===== config.mk =====
export PLATFORM = sky130hd
export DESIGN_NAME = seven_seg_scan_ctrl_flat
export DESIGN_NICKNAME = d
export VERILOG_FILES = /design/src/rtl/seven_seg_scan_ctrl_if.sv /design/src/rtl/seven_seg_scan_ctrl.sv /design/src/flat_wrapper.sv
export SDC_FILE = /design/constraint.sdc
export NUM_CORES = 1
export LEC_CHECK = 0
export ABC_CLOCK_PERIOD_IN_PS = 3800
export CAP_MARGIN = 15
export CORE_ASPECT_RATIO = 2
export CORE_UTILIZATION = 50
export CTS_CLUSTER_SIZE = 30
export DETAILED_ROUTE_END_ITERATION = 10
export MAX_ROUTING_LAYER = met4
export PLACE_DENSITY = 0.82
export SLEW_MARGIN = 20
export SYNTH_ARGS = -nofsm -noshare
export SYNTH_HDL_FRONTEND = slang
export SYNTH_SLANG_ARGS = --single-unit

===== constraint.sdc =====
create_clock -name clk -period 3.8 [get_ports clk]
set_clock_uncertainty 0.1 [all_clocks]
set_input_delay 0.76 -clock clk [delete_from_list [all_inputs] [get_ports clk]]
set_output_delay 0.76 -clock clk [all_outputs]
set_load 0.02 [all_outputs]

===== src/rtl/seven_seg_scan_ctrl_if.sv =====
// Load/display bundle between the result register, the scan controller and the board pins.
// blink_mask is present only when SEG_SCAN_BLINK_EN is defined.
interface seven_seg_scan_ctrl_if #(
    parameter int NUM_DIGITS = 8,
    parameter int DUTY_BITS  = 4
);
    logic                    load;
    logic [4*NUM_DIGITS-1:0] number;
    logic [NUM_DIGITS-1:0]   dp_in;
    logic                    blank_lz;
    logic [DUTY_BITS-1:0]    brightness;
`ifdef SEG_SCAN_BLINK_EN
    logic [NUM_DIGITS-1:0]   blink_mask;
`endif
    logic                    load_ack;
    logic                    frame_start;
    logic [6:0]              seg_out;
    logic                    dp_out;
    logic [NUM_DIGITS-1:0]   an;

    modport master (
        output load, number, dp_in, blank_lz, brightness,
`ifdef SEG_SCAN_BLINK_EN
        output blink_mask,
`endif
        input  load_ack, frame_start, seg_out, dp_out, an
    );

    modport slave (
        input  load, number, dp_in, blank_lz, brightness,
`ifdef SEG_SCAN_BLINK_EN
        input  blink_mask,
`endif
        output load_ack, frame_start, seg_out, dp_out, an
    );
endinterface


===== src/rtl/seven_seg_scan_ctrl.sv =====
// Multiplexed common-anode 7-segment scanner: frame-synchronous load, leading-zero blanking,
// PWM dimming and a per-slot anti-ghosting guard. Define SEG_SCAN_BLINK_EN for per-digit blinking.
module seven_seg_scan_ctrl #(
    parameter int NUM_DIGITS = 8,
    parameter int CLK_HZ     = 100000000,
    parameter int SCAN_HZ    = 800,
    parameter int DUTY_BITS  = 4,
    parameter int GUARD      = 2,
    parameter int ACTIVE_LOW = 1,
    parameter int BLINK_HZ   = 2
) (
    input logic                  clk,
    input logic                  rst,
    seven_seg_scan_ctrl_if.slave bus
);
    localparam int DIV    = CLK_HZ / SCAN_HZ;
    localparam int SLOT_W = $clog2(DIV);
    localparam int DIG_W  = $clog2(NUM_DIGITS);
    localparam logic [SLOT_W-1:0] SLOT_LAST = SLOT_W'(DIV - 1);
    localparam logic [SLOT_W-1:0] GUARD_LEN = SLOT_W'(GUARD);
    localparam logic [DIG_W-1:0]  DIG_LAST  = DIG_W'(NUM_DIGITS - 1);
    // Output level that means "off" for an, seg_out and dp_out.
    localparam logic OFF = (ACTIVE_LOW != 0);

    if (NUM_DIGITS < 2 || NUM_DIGITS > 16 || DIV < 8 || GUARD < 0 || GUARD >= DIV ||
        DUTY_BITS < 1 || BLINK_HZ < 1) begin : g_param_check
        $error("seven_seg_scan_ctrl: illegal parameter combination");
    end

    function automatic logic [6:0] font_low(input logic [3:0] v);
        logic [6:0] f;
        case (v)
            4'h0: f = 7'b1000000;
            4'h1: f = 7'b1111001;
            4'h2: f = 7'b0100100;
            4'h3: f = 7'b0110000;
            4'h4: f = 7'b0011001;
            4'h5: f = 7'b0010010;
            4'h6: f = 7'b0000010;
            4'h7: f = 7'b1111000;
            4'h8: f = 7'b0000000;
            4'h9: f = 7'b0010000;
            4'hA: f = 7'b0001000;
            4'hB: f = 7'b0000011;
            4'hC: f = 7'b1000110;
            4'hD: f = 7'b0100001;
            4'hE: f = 7'b0000110;
            default: f = 7'b0001110;
        endcase
        return f;
    endfunction

    logic [SLOT_W-1:0]       slot_cnt_q, slot_cnt_d;
    logic [DIG_W-1:0]        digit_q, digit_d;
    logic [DUTY_BITS-1:0]    pwm_cnt_q, pwm_cnt_d;
    logic [4*NUM_DIGITS-1:0] pend_num_q, pend_num_d;
    logic [NUM_DIGITS-1:0]   pend_dp_q, pend_dp_d;
    logic                    pend_flag_q, pend_flag_d;
    logic [4*NUM_DIGITS-1:0] act_num_q, act_num_d;
    logic [NUM_DIGITS-1:0]   act_dp_q, act_dp_d;
    logic                    frame_start_q, frame_start_d;
    logic                    load_ack_q, load_ack_d;
    logic [NUM_DIGITS-1:0]   an_q, an_d;
    logic [6:0]              seg_q, seg_d;
    logic                    dp_q, dp_d;

    logic                    slot_wrap;
    logic                    frame_wrap;
    logic                    in_guard;
    logic                    lit;
    logic [3:0]              cur_val;

    logic [3:0]              act_digit [NUM_DIGITS];
    logic [NUM_DIGITS:1]     zero_from;
    logic [NUM_DIGITS-1:0]   lz_hide;
    logic [NUM_DIGITS-1:0]   blink_hide;
    logic [NUM_DIGITS-1:0]   hide;

    genvar gi;

    // zero_from[i]: every active digit j >= i is 0 with its dp clear.
    assign zero_from[NUM_DIGITS] = 1'b1;
    assign lz_hide[0]            = 1'b0;
    for (gi = 0; gi < NUM_DIGITS; gi++) begin : g_digit
        assign act_digit[gi] = act_num_q[4*gi +: 4];
        if (gi > 0) begin : g_lz
            assign zero_from[gi] = zero_from[gi+1] && (act_num_q[4*gi +: 4] == 4'h0) &&
                                   !act_dp_q[gi];
            assign lz_hide[gi]   = bus.blank_lz && zero_from[gi];
        end
    end

`ifdef SEG_SCAN_BLINK_EN
    localparam int HALF  = CLK_HZ / (2 * BLINK_HZ);
    localparam int BLK_W = (HALF > 1) ? $clog2(HALF) : 1;
    localparam logic [BLK_W-1:0] BLK_LAST = BLK_W'(HALF - 1);

    logic [BLK_W-1:0] blink_cnt_q, blink_cnt_d;
    logic             blink_on_q, blink_on_d;

    always_comb begin
        blink_cnt_d = blink_cnt_q + 1'b1;
        blink_on_d  = blink_on_q;
        if (blink_cnt_q == BLK_LAST) begin
            blink_cnt_d = '0;
            blink_on_d  = !blink_on_q;
        end
    end

    always_ff @(posedge clk or posedge rst) begin
        if (rst) begin
            blink_cnt_q <= '0;
            blink_on_q  <= 1'b1;
        end else begin
            blink_cnt_q <= blink_cnt_d;
            blink_on_q  <= blink_on_d;
        end
    end

    assign blink_hide = blink_on_q ? '0 : bus.blink_mask;
`else
    assign blink_hide = '0;
`endif

    assign hide = lz_hide | blink_hide;

    always_comb begin
        slot_wrap  = (slot_cnt_q == SLOT_LAST);
        frame_wrap = slot_wrap && (digit_q == DIG_LAST);

        slot_cnt_d = slot_wrap ? '0 : slot_cnt_q + 1'b1;
        digit_d    = digit_q;
        if (slot_wrap) begin
            digit_d = (digit_q == DIG_LAST) ? '0 : digit_q + 1'b1;
        end
        pwm_cnt_d = pwm_cnt_q + 1'b1;

        // At the boundary pending moves to active first; a load in the same cycle re-arms pending.
        act_num_d   = act_num_q;
        act_dp_d    = act_dp_q;
        pend_num_d  = pend_num_q;
        pend_dp_d   = pend_dp_q;
        pend_flag_d = pend_flag_q;
        if (frame_wrap && pend_flag_q) begin
            act_num_d   = pend_num_q;
            act_dp_d    = pend_dp_q;
            pend_flag_d = 1'b0;
        end
        if (bus.load) begin
            pend_num_d  = bus.number;
            pend_dp_d   = bus.dp_in;
            pend_flag_d = 1'b1;
        end

        frame_start_d = frame_wrap;
        load_ack_d    = frame_wrap && pend_flag_q;

        in_guard = (slot_cnt_q < GUARD_LEN);
        cur_val  = act_digit[digit_q];
        lit      = !in_guard && (pwm_cnt_q <= bus.brightness) && !hide[digit_q];

        an_d = {NUM_DIGITS{OFF}};
        if (lit) begin
            an_d[digit_q] = ~OFF;
        end
        seg_d = {7{OFF}};
        dp_d  = OFF;
        if (!in_guard) begin
            seg_d = OFF ? font_low(cur_val) : ~font_low(cur_val);
            dp_d  = act_dp_q[digit_q] ? ~OFF : OFF;
        end
    end

    always_ff @(posedge clk or posedge rst) begin
        if (rst) begin
            slot_cnt_q    <= '0;
            digit_q       <= '0;
            pwm_cnt_q     <= '0;
            pend_num_q    <= '0;
            pend_dp_q     <= '0;
            pend_flag_q   <= 1'b0;
            act_num_q     <= '0;
            act_dp_q      <= '0;
            frame_start_q <= 1'b0;
            load_ack_q    <= 1'b0;
            an_q          <= {NUM_DIGITS{OFF}};
            seg_q         <= {7{OFF}};
            dp_q          <= OFF;
        end else begin
            slot_cnt_q    <= slot_cnt_d;
            digit_q       <= digit_d;
            pwm_cnt_q     <= pwm_cnt_d;
            pend_num_q    <= pend_num_d;
            pend_dp_q     <= pend_dp_d;
            pend_flag_q   <= pend_flag_d;
            act_num_q     <= act_num_d;
            act_dp_q      <= act_dp_d;
            frame_start_q <= frame_start_d;
            load_ack_q    <= load_ack_d;
            an_q          <= an_d;
            seg_q         <= seg_d;
            dp_q          <= dp_d;
        end
    end

    assign bus.an          = an_q;
    assign bus.seg_out     = seg_q;
    assign bus.dp_out      = dp_q;
    assign bus.frame_start = frame_start_q;
    assign bus.load_ack    = load_ack_q;
endmodule


===== src/flat_wrapper.sv =====
// flat-port wrapper written by rule: the top's interface ports become plain ports
module seven_seg_scan_ctrl_flat 
#(
    parameter int NUM_DIGITS = 8,
    parameter int CLK_HZ     = 100000000,
    parameter int SCAN_HZ    = 800,
    parameter int DUTY_BITS  = 4,
    parameter int GUARD      = 2,
    parameter int ACTIVE_LOW = 1,
    parameter int BLINK_HZ   = 2
)
  (clk, rst, bus_load, bus_number, bus_dp_in, bus_blank_lz, bus_brightness, bus_load_ack, bus_frame_start, bus_seg_out, bus_dp_out, bus_an);
  seven_seg_scan_ctrl_if #(.NUM_DIGITS(NUM_DIGITS), .DUTY_BITS(DUTY_BITS)) bus_i ();
  input logic clk;
  input logic rst;
  input wire logic [$bits(bus_i.load)-1:0] bus_load;
  input wire logic [$bits(bus_i.number)-1:0] bus_number;
  input wire logic [$bits(bus_i.dp_in)-1:0] bus_dp_in;
  input wire logic [$bits(bus_i.blank_lz)-1:0] bus_blank_lz;
  input wire logic [$bits(bus_i.brightness)-1:0] bus_brightness;
  output wire logic [$bits(bus_i.load_ack)-1:0] bus_load_ack;
  output wire logic [$bits(bus_i.frame_start)-1:0] bus_frame_start;
  output wire logic [$bits(bus_i.seg_out)-1:0] bus_seg_out;
  output wire logic [$bits(bus_i.dp_out)-1:0] bus_dp_out;
  output wire logic [$bits(bus_i.an)-1:0] bus_an;
  assign bus_i.load = bus_load;
  assign bus_i.number = bus_number;
  assign bus_i.dp_in = bus_dp_in;
  assign bus_i.blank_lz = bus_blank_lz;
  assign bus_i.brightness = bus_brightness;
  assign bus_load_ack = bus_i.load_ack;
  assign bus_frame_start = bus_i.frame_start;
  assign bus_seg_out = bus_i.seg_out;
  assign bus_dp_out = bus_i.dp_out;
  assign bus_an = bus_i.an;
  seven_seg_scan_ctrl #(.NUM_DIGITS(NUM_DIGITS), .CLK_HZ(CLK_HZ), .SCAN_HZ(SCAN_HZ), .DUTY_BITS(DUTY_BITS), .GUARD(GUARD), .ACTIVE_LOW(ACTIVE_LOW), .BLINK_HZ(BLINK_HZ)) u_core (.clk(clk), .rst(rst), .bus(bus_i));
endmodule

Word-level counts from Yosys, hierarchy flattened
Memory sizes are Yosys's and may differ from the RTL's.
Index checks and enable logic that the tools add are counted.
{"block": "word_totals", "regBits": 123, "mem_bits_ro": 112, "in_bits": 48, "output_inout_bits": 18, "memories": 1}
{"name": "(name not given)", "depth": 16, "word_bits": 7, "read_ports": 1, "rd_ports_with_merged_regs": 0, "wr": 0, "line_no": "seven_seg_scan_ctrl.sv:32", "text": "case (v)"}
{"block": "op_classes", "addsub": 3, "n_lt_le_gt_ge": 5, "eq_ne": 2, "muxes": 17, "bitwise": 2, "n_reduce_logical": 42}
{"operator": "$logic_not 4->1", "n": 7}
{"operator": "$logic_and 1x1->1", "n": 25}
{"operator": "$add 17x1->17 const B", "n": 1}
{"operator": "$eq 17x17->1 const B", "n": 1}
{"operator": "$lt 17x2->1 const B", "n": 1}
{"operator": "$mux 17", "n": 1}
{"operator": "$bmux 4 s3", "n": 1}
{"operator": "$logic_not 1->1", "n": 9}
{"operator": "$mux 4", "n": 2}
{"operator": "$mux 8", "n": 1}
{"operator": "$not 8->8", "n": 1}
{"operator": "$mux 1", "n": 7}
{"operator": "$mux 7", "n": 1}
{"operator": "$bmux 1 s3", "n": 2}
{"operator": "$add 4x1->4 const B", "n": 1}
{"operator": "$ge 4x4->1 const B", "n": 1}
{"operator": "$le 4x4->1", "n": 1}
{"operator": "$lt 3x4->1 const B", "n": 1}
{"operator": "$not 3->4", "n": 1}
{"operator": "$add 3x1->3 const B", "n": 1}
{"operator": "$demux 1 s3", "n": 1}
{"operator": "$eq 3x3->1 const B", "n": 1}
{"operator": "$ge 3x1->1 const B", "n": 1}
{"operator": "$mux 3", "n": 1}
{"operator": "$reduce_bool 2->1", "n": 1}

Depth between registers and ports, before layout
Gate-level depths: netlist of the first run.
{"block": "logic_depth", "word_depth": 20, "depth_mapped": 10, "ltp_nobuf": 8}

Least setup slack after synthesis of the first run
No wires, ideal clock.
{"block": "synth_timing", "path_type": "register to register", "from": "register u_core.digit_q[1]", "to": "register u_core.seg_q[3], in the netlist u_core.bus.seg_out[3]", "arrival_time_ps": 2387, "path_slack_ps": 1215, "path_stages_with_launch": 11, "n_path_buf": 2, "period_less_slack_ps": 2585, "cell_sequence": "dfrtp_1 -> buf_2 -> buf_4 -> mux4_2 -> nor2_1 -> a211oi_1 -> inv_1 -> ha_1 -> nand2b_1 -> a2111oi_0 -> a41oi_1"}
{"block": "synth_via", "elab_chain_cells": 6}
{"element": "start, declared", "line_no": "seven_seg_scan_ctrl.sv:54", "text": "logic [DIG_W-1:0] digit_q, digit_d;"}
{"element": "start signal, assigned", "line_no": "seven_seg_scan_ctrl.sv:191", "text": "digit_q <= digit_d;"}
{"element": "$not 3->4 (implied by the code)", "line_no": "seven_seg_scan_ctrl.sv:159", "text": "cur_val = act_digit[digit_q];"}
{"element": "$bmux 4 s3", "line_no": "seven_seg_scan_ctrl.sv:159"}
{"element": "$mux 4 (implied by the code) (2 in series)", "line_no": "seven_seg_scan_ctrl.sv:159"}
{"element": "$mem_v2 16x7"}
{"element": "$mux 7", "line_no": "seven_seg_scan_ctrl.sv:168", "text": "if (!in_guard) begin"}
{"element": "via u_core.seg_d[3]", "line_no": "seven_seg_scan_ctrl.sv:64", "text": "logic [6:0] seg_q, seg_d;"}
{"element": "end signal, assigned", "line_no": "seven_seg_scan_ctrl.sv:187", "text": "seg_q <= {7{OFF}};"}
{"element": "end signal, assigned", "line_no": "seven_seg_scan_ctrl.sv:201", "text": "seg_q <= seg_d;"}
{"element": "end, declared", "line_no": "seven_seg_scan_ctrl.sv:64"}
The timed path passes the listed nets, and every way through them passes these cells. The select of a mux whose other input is x is not followed.
A chain may end at the register's enable or synchronous reset.

Final worst setup path of the first run
Ends and elaborated chain as after synthesis.

==> summary.md, run 1 <==
| Metric | Value |
|---|---|
| Final period utilization | between 80% and 90% |
| CP required | 4.01 ns |
| DPL Wire Length | slightly above 8 mm |
| Routed Antenna Nets | 0 |
| Compound-cell area share of the yosys netlist | under 10% |
| Commonest non-fill, non-tap cell in the layout | dfrtp_1 |
| Crit-path cells | buf_4 > mux2i_1 > a221oi_1 > inv_1 > ha_1 > nand2_1 > a2111oi_0 > a41oi_1 |
| CP Class | reg2reg |
| Final Hold Fails | 0 |
| Max stage delay on crit path | 0.73 ns |
| Port buffer count | 65 |
| Highest metal used | met4 |
| Crit path max fanout | 16 |
| Outcome | finished clean |
| Postcts setup bufs | 0 |
| R2R Path Start | u_core.digit_q[1] |
| Initial antenna violation count | 0 |
| Hold Path End | u_core.slot_cnt_q[0] |
| Worst-Margin Slew | 0.9776 ns |
| RSZ-0062 raised after global routing | no |
| Placed cell areas | around 6300 um^2 |
| Final Setup Violations | 0 |
| Ys flop type | dfrtp_1 |
| Hold path start | u_core.slot_cnt_q[0] |
| Post-CTS Resized | 0 |
| Most frequent cells in the layout | dfrtp_1, clkdlybuf4s50_1, mux2_2 |
| Setup TNS | 0 ns |
| WL met1 | about 4.0 mm |
| Core ar. | around 11000 um^2 |
| Area growth from synthesis to layout | 25.45% |
| Leading area contributor after synthesis | dfrtp_1 |
| PD cells | around 450 nW/um^2 |
| Async SR Flop Fraction | between 90% and 100% |
| Share of the synthesized area in the top cell type | between 40% and 50% |
| CP Capture Type | flip-flop |
| Overall global routing resource usage | a little under a quarter |
| Cell count after synthesis | 420 |
| VDD IR max | between 0.3 and 0.4 mV |
| Combinational family with the most area after synthesis | multiplexers |
| Vias in the first global route | between 4000 and 5000 |
| Reg2reg end | u_core.bus.seg_out[3] |
| Worst-path clk slew | about 0.06 ns |
| Hold buffer count at cts | 0 |
| Later-pin clock latency in the skew report | around 0.41 ns |
| Post-synthesis mux area share | 20.65% |
| Post-Synthesis Net Count | between 400 and 500 |
| Synth Warn # | 0 |
| Root buffer cell | clkbuf_16 |
| F_max | between 300 and 400 MHz |
| Maxcap violations | 0 |
| Number of synthesized flops with an enable pin | 0 |
| XOR/XNOR share of the synthesized area | between 2 and 2.5% |
| Initial drt markers | 238 |
| Fill cell count | slightly above 800 |
| GP Congestion | 0.8854 |
| Buffers & Inverters on Critical Path | 2 |
| Post-Synth Simple-Gate Area | 10.27% |
| Num CTS Buffers | 17 |
| Cell depth of the worst flop-to-flop path | 8 |
| Initial Util | a little over 50% |
| Via/cell ratio | between 5 and 6 |
| Die width | 76.14 um |
| Grt total ovfl | 0 |
| Die ar. | around 11000 um^2 |
| Crit path DAT | about 3.4 ns |
| Critical path's slowest cell | a221oi_1 |
| Critical path launch point | u_core.digit_q[1] |
| Slew headroom | a little over a third |
| Clk buf depth | 2 |
| Vias | around 3600 |
| Fraction of layout cells with a size suffix above 1 | a little over a fifth |
| CTS tree | built |
| Wire per inst | 17.85 um |
| Die height | roughly 150 um |
| CP Depth | 8 |
| Slew Viols, Final | 0 |
| Post-route minimum period | around 3.1 ns |
| Post-Syn Area | approximately 5500 um^2 |
| P_leak | slightly above 3 nW |
| WL met3 | 332 um |
| N_diodes | 0 |
| Drt pass-1 iters | 5 |
| Final Core Density | approximately two thirds |
| CP Launch Type | flip-flop |
| Top cells by area, synth | dfrtp_1, mux2_2, mux2_1, dfstp_2, ha_1 |
| Hold Path Cell Cnt | 1 |
| Design area | a little under 7000 um^2 |
| First-pass GRT wire length | about 20 mm |
| Routed WL | ~11 mm |
| Register area share after synthesis | 56.36% |
| Largest net degree at the start of global routing | slightly below 60 |
| Yosys reg bits | 123 |
| Syn_area_per_cell | ~13 um^2 |
| Worst Hold Class | reg2reg |
| Met2 wire len | approximately 6.5 mm |
| H-tree depth | 4 |
| CTS sink cnt | 123 |
| R2R Setup Slk | 0.66 ns |
| Number of remaining DRC errors | 0 |
| Nets | approximately 550 |
| Rows | 53 |
| Ports | 66 |
| Adder-cell share of the synthesized area | under 10% |
| Post-synth cell types | 52 |
| Delay-heaviest family, CP | compound AO/OA/AOI/OAI gates |
-- cell families (layout without fill, tap and decap cells) --
group	Yosys count	count (layout)
AO/OA/AOI/OAI	37	37
XOR/XNOR	15	15
adder cells (fa/ha/maj)	14	14
buffers and inverters	27	112
flip-flops	123	123
multiplexers	98	98
AND/OR/NAND/NOR	106	106
-- layout make-up --
| class | instances | area, um^2 | share of cell area, % |
|---|---|---|---|
| clock buffers | 19 | 442.9 | 6.424 |
| clock inverters | 13 | 143.9 | 2.087 |
| inverters | 10 | 41.29 | 0.5988 |
| multi-input cells | 270 | 2290 | 33.21 |
| flip-flops and latches | 123 | 3098 | 44.93 |
| well taps | 137 | 171.4 | 2.486 |
| repair buffers | 70 | 708.2 | 10.27 |
-- power breakdown --
group / internal (mW) / total [mW] / switching, mW
clock network: 0.985 / 1.57 / 0.584
registers: 1.35 / 1.38 / 0.0259
logic: 0.0867 / 0.140 / 0.0537
total: 2.43 / 3.09 / 0.663
-- sequential cells by signal (all words and copies together) (netlist names), 3 cells and up --
| name | flops |
|---|---|
| u_core.bus.an | 8 |
| u_core.pend_dp_q | 8 |
| u_core.digit_q | 3 |
| u_core.bus.seg_out | 7 |
| u_core.slot_cnt_q | 17 |
| u_core.pwm_cnt_q | 4 |
| u_core.act_num_q | 32 |
| u_core.pend_num_q | 32 |
| u_core.act_dp_q | 8 |
-- per-stage QoR --
step | std cells | hold slack (ns) | power [mW] | worst slack (ns)
floorplan | 420 | 0.3251 | 1.465 | 1.215
CTS | 642 | 0.3531 | 3.115 | 0.6972
global route | 642 | 0.3655 | 3.196 | 0.3574
finish | 642 | 0.3527 | 3.090 | 0.6610
detailed placement | 610 | 0.3454 | 1.546 | 0.7243
global placement | 610 | 0.3356 | 1.538 | 0.8329
-- routing by layer --
metal	GRT usage, %	vias up
met5	-	-
met4	15.67	0
met3	4.727	44
met2	42.05	99
met1	22.39	1829
li1	-	1665
-- worst reg2reg max path, stage by stage (launching register included) --
cell and delay (ns):
dfrtp_1 0.60, buf_4 0.32, mux2i_1 0.12, a221oi_1 0.73
inv_1 0.23, ha_1 0.34, nand2_1 0.07, a2111oi_0 0.42
a41oi_1 0.09
-- synth_stat cells, drive strengths merged, types with 2 or more instances --
cell type  count
mux2i         11
a221oi         3
xor2           6
a211oi         2
nand3b         4
or4            2
dfrtp        107
o21a           2
inv           10
o21ai          6
nor2b          5
nand2b         3
nand3         14
and3           4
and2           2
o211ai         6
a311oi         2
or3            2
nor3           8
mux2          83
buf           10
nor2          24
xnor2          9
nand4          3
clkbuf         7
nand2         21
nor4           9
dfstp         16
a21oi          5
and4           3
ha            14
mux4           4
-- worst max-delay path by stage --
stage | endpoint
global route | u_core.bus.seg_out[3]
finish | u_core.bus.seg_out[3]
detailed placement | u_core.bus.seg_out[3]
CTS | u_core.bus.seg_out[3]
global placement | u_core.bus.seg_out[3]
floorplan | u_core.bus.seg_out[3]
Note: power is estimated with default switching activity, not from simulation.
==> run 2, diff against run 1 <==
--- a/config.mk
+++ b/config.mk
@@ -5,7 +5,7 @@
 export SDC_FILE = /design/constraint.sdc
 export NUM_CORES = 1
 export LEC_CHECK = 0
-export ABC_CLOCK_PERIOD_IN_PS = 3800
+export ABC_CLOCK_PERIOD_IN_PS = 2800
 export CAP_MARGIN = 15
 export CORE_ASPECT_RATIO = 2
 export CORE_UTILIZATION = 50
==> constraint.sdc (replaced) <==
create_clock -name clk -period 2.8 [get_ports clk]
set_clock_uncertainty 0.1 [all_clocks]
set_input_delay 0.56 -clock clk [delete_from_list [all_inputs] [get_ports clk]]
set_output_delay 0.56 -clock clk [all_outputs]
set_load 0.02 [all_outputs]
==> run 2 against run 1 <==
Against the previous run:
- maximum frequency rose by 24%
- global-route usage is 0.36 points higher
- hold slack better by 0.026 ns
- highest routed layer unchanged
- via count is 0.41% higher
- largest cell class unchanged
- sequential cell count unchanged
- combinational power up 34%
==> summary.md, run 2 (synthesis gave the netlist of run 1 again) <==
| Metric | Value |
|---|---|
| RSZ-0062 raised after global routing | no |
| Clk buf depth | 2 |
| Final period utilization | between 90% and 100% |
| Worst-path clk slew | approximately 0.05 ns |
| CTS tree | built |
| First-pass GRT wire length | 19.61 mm |
| CTS sink cnt | around 120 |
| Drt pass-1 iters | 4 |
| Nets | roughly 560 |
| Grt total ovfl | 0 |
| Top Registers | u_core.act_num_q: 32 flops, u_core.pend_num_q: 32 flops, u_core.slot_cnt_q: 17 flops |
| PD cells | about 640 nW/um^2 |
| Fill cell count | approximately 800 |
| Slew headroom | 58.44% |
| Net Switching | roughly 0.9 mW |
| H-tree depth | 4 |
| CP required | approximately 3.0 ns |
| Initial antenna violation count | 0 |
| Cell depth of the worst flop-to-flop path | 8 |
| Root buffer cell | clkbuf_16 |
| Fraction of layout cells with a size suffix above 1 | between 20% and 30% |
| F_max | 396.5 MHz |
| Critical path endpoint | u_core.bus.seg_out[3] |
| Design area | between 7000 and 8000 um^2 |
| Crit path DAT | roughly 2.7 ns |
| Maxcap violations | 0 |
| Worst Hold Class | reg2reg |
| Met2 Usage GRT | a little over two fifths |
| VDD IR max | between 0.5 and 0.6 mV |
| Critical path launch point | u_core.digit_q[2] |
| Later-pin clock latency in the skew report | about 0.43 ns |
| Ports | 66 |
| Overall global routing resource usage | a little under a quarter |
| Area growth from synthesis to layout | 27.73% |
| Grt met3 use | 5.091% |
| Vias in the first global route | approximately 4000 |
| Rows | 53 |
| Met1 Resource Use GR | 22.72% |
| Routed WL | around 12 mm |
| Slew Viols, Final | 0 |
| Outcome | finished clean |
| Die height | 150.3 um |
| Largest net degree at the start of global routing | between 100 and 150 |
| CP Launch Type | flip-flop |
| Reg2reg end | u_core.bus.seg_out[3] |
| Busiest metal layer after global routing | met2 |
| Hold buffer count at cts | 0 |
| R2R Setup Slk | approximately 0.28 ns |
| Clock share of power | roughly 54% |
| Number of remaining DRC errors | 0 |
| Die ar. | about 11000 um^2 |
| Vias | 3652 |
| Crit path max fanout | 12 |
| CP Capture Type | flip-flop |
| Most frequent cells in the layout | dfrtp_1, clkdlybuf4s50_1, mux2_2 |
| Commonest non-fill, non-tap cell in the layout | dfrtp_1 |
| Final Setup Violations | 0 |
| Num CTS Buffers | 17 |
| Logic pwr share | under 10% |
| Seq pwr share | between 40% and 50% |
| Die width | around 76 um |
| Sw Share | 19.73% |
| Worst-Margin Slew | ~0.6 ns |
| Initial Util | roughly half |
| Port buffer count | 65 |
| P_int | 3.627 mW |
| Placed cell areas | 6349 um^2 |
| Via/cell ratio | 5.627 |
| CP Class | reg2reg |
| Setup ws final | roughly 0.28 ns |
| GP Congestion | between 0.9 and 1 |
| P_leak | around 3.1 nW |
| Place WS | between 0.2 and 0.3 ns |
| Post-route minimum period | 2.522 ns |
| Core ar. | around 11000 um^2 |
| Routed Antenna Nets | 0 |
| Final Hold Fails | 0 |
| DPL Wire Length | between 8 and 9 mm |
| Initial drt markers | around 180 |
| Wire per inst | 18.02 um |
| Setup TNS | 0 ns |
| N_diodes | 0 |
| R2R Path Start | u_core.digit_q[2] |
run 2: cell count changes in the layout (fill, tap and decap cells not counted):
cell	delta
buf_4	+8
bufinv_16	+3
clkbuf_8	+3
clkinv_4	-2
inv_6	-2
buf_12	-1
clkinv_2	-1
clkinvlp_4	-1
dfrtp_1	-1
dfrtp_2	+1
run 2: critical path: stages, from the launching register on:
cell	delay, ns
dfrtp_1	0.58
mux4_2	0.28
nor2_1	0.04
a221oi_1	0.30
inv_1	0.18
ha_1	0.31
nand2_1	0.05
a2111oi_0	0.50
a41oi_1	0.08
run 2: how the worst min path moves through the flow:
| stage | from | to | slack, ns | depth (start not counted) |
|---|---|---|---|---|
| 2_1_floorplan | u_core.slot_cnt_q[0] | u_core.slot_cnt_q[0] | 0.33 | 1 |
| 3_3_place_gp | u_core.slot_cnt_q[0] | u_core.slot_cnt_q[0] | 0.34 | 1 |
| 3_5_place_dp | u_core.slot_cnt_q[0] | u_core.slot_cnt_q[0] | 0.36 | 1 |
| 4_1_cts | u_core.pwm_cnt_q[0] | u_core.pwm_cnt_q[0] | 0.38 | 1 |
| 5_1_grt | u_core.pend_dp_q[7] | u_core.act_dp_q[7] | 0.39 | 1 |
| 6_report | u_core.slot_cnt_q[0] | u_core.slot_cnt_q[0] | 0.38 | 1 |
run 2: metrics by stage:
step,utilization (%),total power [mW],hold WS [ns],std cells
floorplan,-,1.989,0.3251,420
detailed placement,59.83,2.092,0.3626,617
global route,66.17,4.663,0.3910,649
CTS,66.16,4.557,0.3807,649
global placement,59.83,2.083,0.3395,617
finish,66.17,4.519,0.3791,649
run 2: power by group through the flow:
| stage | Sequential [mW] | Combinational [mW] | Clock [mW] |
|---|---|---|---|
| after floorplan | 1.89 | 0.103 | 0 |
| after global placement | 1.90 | 0.184 | 0 |
| after detailed placement | 1.90 | 0.191 | 0 |
| after CTS | 1.87 | 0.193 | 2.49 |
| after global routing | 1.88 | 0.209 | 2.58 |
| final | 1.87 | 0.188 | 2.46 |
run 2: area by class of cell:
type                    count  area [um^2]  share of cell area (%)
clock buffers              22        484.2                   6.897
multi-input cells         270         2290                   32.61
clock inverters            10        186.4                   2.656
well taps                 137        171.4                   2.442
inverters                  10        41.29                  0.5881
repair buffers             77        748.2                   10.66
flip-flops and latches    123         3099                   44.15
run 2: routing by layer:
metal / wire length [um] / up-vias
met5: 0 / -
met1: 4203 / 1833
met4: 478 / 0
met3: 332 / 33
li1: - / 1681
met2: 6679 / 105
run 2: what timing repair did:
item	in CTS	in global routing
setup endpoints to repair	0	1
buffers inserted	0	0
gates resized for setup	0	1
==> run 3, diff against run 2 <==
--- a/config.mk
+++ b/config.mk
@@ -11,6 +11,7 @@
 export CORE_UTILIZATION = 50
 export CTS_CLUSTER_SIZE = 30
 export DETAILED_ROUTE_END_ITERATION = 10
+export GPL_ROUTABILITY_DRIVEN = 0
 export MAX_ROUTING_LAYER = met4
 export PLACE_DENSITY = 0.82
 export SLEW_MARGIN = 20
==> results of run 3 <==
Same layout as run 2: the final DEF is identical, and so are final timing and power.
